[config.mk]
export PLATFORM = sky130hd
export DESIGN_NAME = dram_arbiter_flat
export DESIGN_NICKNAME = d
export VERILOG_FILES = /design/src/rtl/dram_arbiter_if.sv /design/src/rtl/dram_arbiter.sv /design/src/flat_wrapper.sv
export SDC_FILE = /design/constraint.sdc
export NUM_CORES = 1
export LEC_CHECK = 0
export BUFFER_PORTS_ARGS = -buffer_cell sky130_fd_sc_hd__buf_2
export CAP_MARGIN = 30
export CORE_ASPECT_RATIO = 1.4
export CORE_MARGIN = 3
export CORE_UTILIZATION = 49
export DETAILED_ROUTE_END_ITERATION = 7
export PLACE_DENSITY = 0.85
export SLEW_MARGIN = 30
export SYNTH_ARGS = -nofsm -noshare
export SYNTH_HDL_FRONTEND = slang
export SYNTH_SLANG_ARGS = --single-unit
[constraint.sdc]
create_clock -name clk -period 4.7 [get_ports clk]
set_clock_uncertainty 0.2 [all_clocks]
set_input_delay 0.235 -clock clk [delete_from_list [all_inputs] [get_ports clk]]
set_output_delay 0.235 -clock clk [all_outputs]
set_load 0.05 [all_outputs]
[src/rtl/dram_arbiter_if.sv]
// Bundle of the two client request ports and the hm515264 command handshake.
// The arbiter connects through the slave modport; clients and memory use master.
interface dram_arbiter_if #(
   parameter int ABITS = 18,
   parameter int DBITS = 4
);
   logic             c0_req;
   logic             c0_write;
   logic [ABITS-1:0] c0_addr;
   logic [DBITS-1:0] c0_wdata;
   logic             c0_done;
   logic             c1_req;
   logic             c1_write;
   logic [ABITS-1:0] c1_addr;
   logic [DBITS-1:0] c1_wdata;
   logic             c1_done;
   logic [DBITS-1:0] rdata;
   logic             owner;
   logic             m_ena;
   logic             m_write;
   logic [ABITS-1:0] m_addr;
   logic [DBITS-1:0] wr_data;
   logic             m_ack;
   logic             m_busy;
   logic [DBITS-1:0] rd_data;

   modport slave (
      input  c0_req, c0_write, c0_addr, c0_wdata,
      input  c1_req, c1_write, c1_addr, c1_wdata,
      input  m_ack, m_busy, rd_data,
      output c0_done, c1_done, rdata, owner,
      output m_ena, m_write, m_addr, wr_data
   );

   modport master (
      output c0_req, c0_write, c0_addr, c0_wdata,
      output c1_req, c1_write, c1_addr, c1_wdata,
      output m_ack, m_busy, rd_data,
      input  c0_done, c1_done, rdata, owner,
      input  m_ena, m_write, m_addr, wr_data
   );
endinterface

[src/rtl/dram_arbiter.sv]
// Round-robin arbiter sharing one hm515264 DRAM command port between the tape
// engine (client 0) and the tape-dump/viewer engine (client 1).
module dram_arbiter #(
   parameter int ABITS = 18,
   parameter int DBITS = 4
) (
   input  logic            clk,
   input  logic            rst_n,
   dram_arbiter_if.slave   bus
);

   typedef enum logic [1:0] {IDLE, ISSUE, WAIT, DONE} state_e;

   state_e           state_q;
   logic             m_ena_q;
   logic             m_write_q;
   logic [ABITS-1:0] m_addr_q;
   logic [DBITS-1:0] wr_data_q;
   logic [DBITS-1:0] rdata_q;
   logic             c0_done_q;
   logic             c1_done_q;
   logic             owner_q;
   logic             last_q;

   logic             any_req_d;
   logic             pick1_d;

   // Client 1 wins when it is alone, or when both ask and client 0 was served last.
   always_comb begin
      any_req_d = bus.c0_req | bus.c1_req;
      pick1_d   = bus.c1_req & (~bus.c0_req | ~last_q);
   end

   always_ff @(posedge clk or negedge rst_n) begin
      if (!rst_n) begin
         state_q   <= IDLE;
         m_ena_q   <= 1'b0;
         m_write_q <= 1'b0;
         m_addr_q  <= '0;
         wr_data_q <= '0;
         rdata_q   <= '0;
         c0_done_q <= 1'b0;
         c1_done_q <= 1'b0;
         owner_q   <= 1'b0;
         last_q    <= 1'b1;
      end else begin
         c0_done_q <= 1'b0;
         c1_done_q <= 1'b0;
         case (state_q)
            IDLE: begin
               // m_busy covers DRAM power-up init and refresh; never issue over it.
               if (!bus.m_busy && any_req_d) begin
                  owner_q   <= pick1_d;
                  last_q    <= pick1_d;
                  m_ena_q   <= 1'b1;
                  m_addr_q  <= pick1_d ? bus.c1_addr  : bus.c0_addr;
                  m_write_q <= pick1_d ? bus.c1_write : bus.c0_write;
                  wr_data_q <= pick1_d ? bus.c1_wdata : bus.c0_wdata;
                  state_q   <= ISSUE;
               end
            end
            ISSUE: begin
               if (bus.m_ack) begin
                  m_ena_q <= 1'b0;
                  if (!m_write_q) rdata_q <= bus.rd_data;
                  state_q <= bus.m_busy ? WAIT : DONE;
               end
            end
            WAIT: begin
               if (!m_write_q) rdata_q <= bus.rd_data;
               if (!bus.m_busy) state_q <= DONE;
            end
            DONE: begin
               c0_done_q <= ~owner_q;
               c1_done_q <= owner_q;
               m_write_q <= 1'b0;
               state_q   <= IDLE;
            end
            default: state_q <= IDLE;
         endcase
      end
   end

   assign bus.m_ena   = m_ena_q;
   assign bus.m_write = m_write_q;
   assign bus.m_addr  = m_addr_q;
   assign bus.wr_data = wr_data_q;
   assign bus.rdata   = rdata_q;
   assign bus.c0_done = c0_done_q;
   assign bus.c1_done = c1_done_q;
   assign bus.owner   = owner_q;

endmodule

[src/flat_wrapper.sv]
// flat-port wrapper written by rule: the top's interface ports become plain ports
module dram_arbiter_flat 
#(
   parameter int ABITS = 18,
   parameter int DBITS = 4
)
  (clk, rst_n, bus_c0_req, bus_c0_write, bus_c0_addr, bus_c0_wdata, bus_c1_req, bus_c1_write, bus_c1_addr, bus_c1_wdata, bus_m_ack, bus_m_busy, bus_rd_data, bus_c0_done, bus_c1_done, bus_rdata, bus_owner, bus_m_ena, bus_m_write, bus_m_addr, bus_wr_data);
  dram_arbiter_if #(.ABITS(ABITS), .DBITS(DBITS)) bus_i ();
  input  logic clk;
  input  logic rst_n;
  input wire logic [$bits(bus_i.c0_req)-1:0] bus_c0_req;
  input wire logic [$bits(bus_i.c0_write)-1:0] bus_c0_write;
  input wire logic [$bits(bus_i.c0_addr)-1:0] bus_c0_addr;
  input wire logic [$bits(bus_i.c0_wdata)-1:0] bus_c0_wdata;
  input wire logic [$bits(bus_i.c1_req)-1:0] bus_c1_req;
  input wire logic [$bits(bus_i.c1_write)-1:0] bus_c1_write;
  input wire logic [$bits(bus_i.c1_addr)-1:0] bus_c1_addr;
  input wire logic [$bits(bus_i.c1_wdata)-1:0] bus_c1_wdata;
  input wire logic [$bits(bus_i.m_ack)-1:0] bus_m_ack;
  input wire logic [$bits(bus_i.m_busy)-1:0] bus_m_busy;
  input wire logic [$bits(bus_i.rd_data)-1:0] bus_rd_data;
  output wire logic [$bits(bus_i.c0_done)-1:0] bus_c0_done;
  output wire logic [$bits(bus_i.c1_done)-1:0] bus_c1_done;
  output wire logic [$bits(bus_i.rdata)-1:0] bus_rdata;
  output wire logic [$bits(bus_i.owner)-1:0] bus_owner;
  output wire logic [$bits(bus_i.m_ena)-1:0] bus_m_ena;
  output wire logic [$bits(bus_i.m_write)-1:0] bus_m_write;
  output wire logic [$bits(bus_i.m_addr)-1:0] bus_m_addr;
  output wire logic [$bits(bus_i.wr_data)-1:0] bus_wr_data;
  assign bus_i.c0_req = bus_c0_req;
  assign bus_i.c0_write = bus_c0_write;
  assign bus_i.c0_addr = bus_c0_addr;
  assign bus_i.c0_wdata = bus_c0_wdata;
  assign bus_i.c1_req = bus_c1_req;
  assign bus_i.c1_write = bus_c1_write;
  assign bus_i.c1_addr = bus_c1_addr;
  assign bus_i.c1_wdata = bus_c1_wdata;
  assign bus_i.m_ack = bus_m_ack;
  assign bus_i.m_busy = bus_m_busy;
  assign bus_i.rd_data = bus_rd_data;
  assign bus_c0_done = bus_i.c0_done;
  assign bus_c1_done = bus_i.c1_done;
  assign bus_rdata = bus_i.rdata;
  assign bus_owner = bus_i.owner;
  assign bus_m_ena = bus_i.m_ena;
  assign bus_m_write = bus_i.m_write;
  assign bus_m_addr = bus_i.m_addr;
  assign bus_wr_data = bus_i.wr_data;
  dram_arbiter #(.ABITS(ABITS), .DBITS(DBITS)) u_core (.clk(clk), .rst_n(rst_n), .bus(bus_i));
endmodule
==> flow_summary.toml <==
[die]
die-area_um2 = 4250
die_y_um = 75.9
core_area_um2 = 3240
num_io_pins = 87
die_w_um = 55.9
initial_core_util = 0.527
num_rows = 24

[synth]
synth_cell_types = 29
synth-seq-cells = 34
yosys_warnings = 0
netlist_instances = 148
syn-num-nets = 210
syn_area_um2 = 1710
seq_area_frac_synth = 0.498
synth.avg_cell_area_um2 = 11.6

[global_routing]
gr-total-overflow = 0
antenna_found_initial = 0
grt_usage = 0.188
grt_pass1_wl_um = 6220
grt_pass1_vias = 1375
grt_max_degree = 35

[timing]
report.final.slew_viol_count = 0
max_slew.worst_pin.slew_ns = 0.859
finalSetupViolations = 0
grt_setup_unrepaired = "no"
finalCritPeriodShare = 0.570
final_hold_viol_count = 0
tns_ns = 0
finalCriticalPeriod_ns = 2.68
fmax_mhz = 373
slew-limit-headroom = 0.426

[clock_network]
cts_htree_levels = 2
clockBufferDepth = 2
clk_pin_slew_worst_paths_ns = 0.06
cts_tree = "built"
cts_buffers = 5
cts.sinks = 34
root_buffer = "clkbuf_8"
clk_latency_ns = 0.27

[finish]
layout_commonest_cell = "buf_2"
final.fill_count = 263
final_cell_mix = "buf_2, dfrtp_1, nor2_1, mux2i_1, a21oi_1"
nNetsFinal = 302
fin_util = 0.705
syn_to_final_growth_pct = 33.7
drive_above_1_share = 0.448
fin_area_um2 = 2290
n_antenna_cell = 0
stdcell_count = 280

[placed_design]
place_hpwl_um = 2880
post-place-cells = 266
placed_area_um2 = 2120
gp_congestion = 0.881
port_buffers = 86

[critical_path]
crit_type = "reg2reg"
end_kind = "flip-flop"
crit_fanout = 26
critPathArrivalTime_ns = 2.64
cp.required_ns = 4.66
crit_path_start_kind = "flip-flop"

[status]
outcome = "finished clean"

[detailed_routing]
drc = 0
avgViaCountPerCell = 4.90
ant_nets = 0
drtIter0Drc = 44
drt_wl_total_um = 3830
vias = 1373
wl_per_cell_um = 13.7
drtPass1Iterations = 4

[pwr]
leakage_nw = 1.16
power_density_nw_per_um2 = 776
ir_drop_mv = 0.489

[flow_run]
drv_cap = 0

[worst_hold_path]
holdCritPathClass = "in2reg"
[flip-flops by register name, summed over array words and instances (netlist names), 2 cells and up]
name / cells
u_core.bus.m_addr: 18
u_core.bus.wr_data: 4
u_core.state_q: 2
u_core.bus.rdata: 4
[power breakdown]
group | switching [W] | internal [W] | leakage [nW]
logic | 0.000736 | 0.000300 | 0.725
clock network | 0.0000927 | 0.000119 | 0.0455
registers | 0.0000834 | 0.000442 | 0.387
[metal layers]
metal  vias to the layer above  track usage  share of wire
met2                        63        0.315           0.50
met5                         -            0              0
met4                         0       0.0641          0.012
met1                       616        0.218           0.39
met3                         4       0.0714          0.096
li1                        690            -              -
[critical path, cell delays in order (launching register included)]
cell and delay [ns]:
dfrtp_1 0.43, inv_1 0.15, ha_1 0.24, nor3b_4 0.75
buf_4 0.42, mux2_1 0.35
[final timing paths]
kind / end / cells past startpoint / start / slack, ns
hold / removal: u_core.bus.m_addr[5] / 3 / bus_c0_addr[5] / 0.06
setup / recovery: u_core.bus.owner / 5 / u_core.state_q[0] / 2.02
setup reg to reg: u_core.bus.owner / 5 / u_core.state_q[0] / 2.02
min in group asynchronous: u_core.bus.m_addr[13] / 2 / rst_n / 0.35
hold reg to reg: u_core.bus.c0_done / 1 / u_core.bus.owner / 0.28
max in group asynchronous: u_core.bus.m_addr[10] / 2 / rst_n / 3.48
[through the flow]
stage | hold WS [ns] | setup WS (ns) | power (W)
floorplan | -0.261 | 2.91 | 0.00133
global placement | 0.131 | 2.10 | 0.00153
detailed placement | 0.140 | 2.05 | 0.00156
CTS | 0.0490 | 2.04 | 0.00179
global route | 0.0599 | 1.84 | 0.00188
finish | 0.0613 | 2.02 | 0.00177
[logic make-up after synthesis]
group,count (synthesis),share of synthesized area
compound gates,34,0.134
flops,34,0.498
simple gates,31,0.0797
mux,30,0.183
buf+inv,13,0.0614
fa+ha+maj,6,0.0439
[Yosys cell counts, drive strengths merged]
master	n	area share
mux2	7	0.048
and2	1	0.0037
a21oi	23	0.087
dfstp	1	0.015
a21bo	1	0.0059
mux2i	23	0.13
o22ai	1	0.0037
dfrtp	33	0.48
o21ai	4	0.012
a2bb2oi	1	0.0051
inv	5	0.011
o211a	1	0.0059
buf	8	0.050
o21a	1	0.0044
nor2	25	0.055
nor3b	1	0.011
a21boi	1	0.0066
ha	6	0.044
nand2	3	0.0066
a31oi	1	0.0037
nor2b	1	0.0037
[cell type report]
type	instances	area [µm²]	share of cell area
tap	39	48.8	0.0213
timing repair buffer	93	515	0.226
sequential	34	852	0.373
clock buffer	8	90.1	0.0394
inverter	5	18.8	0.00821
multi-input combinational	101	761	0.333
[timing repair]
| item | CTS | global route |
|---|---|---|
| hold buffers | 5 | 0 |
| hold endpoints to repair | 37 | 0 |
| setup buffers | 0 | 0 |
| gates resized for setup | 0 | 0 |
Power figures use the tool's default switching activity.
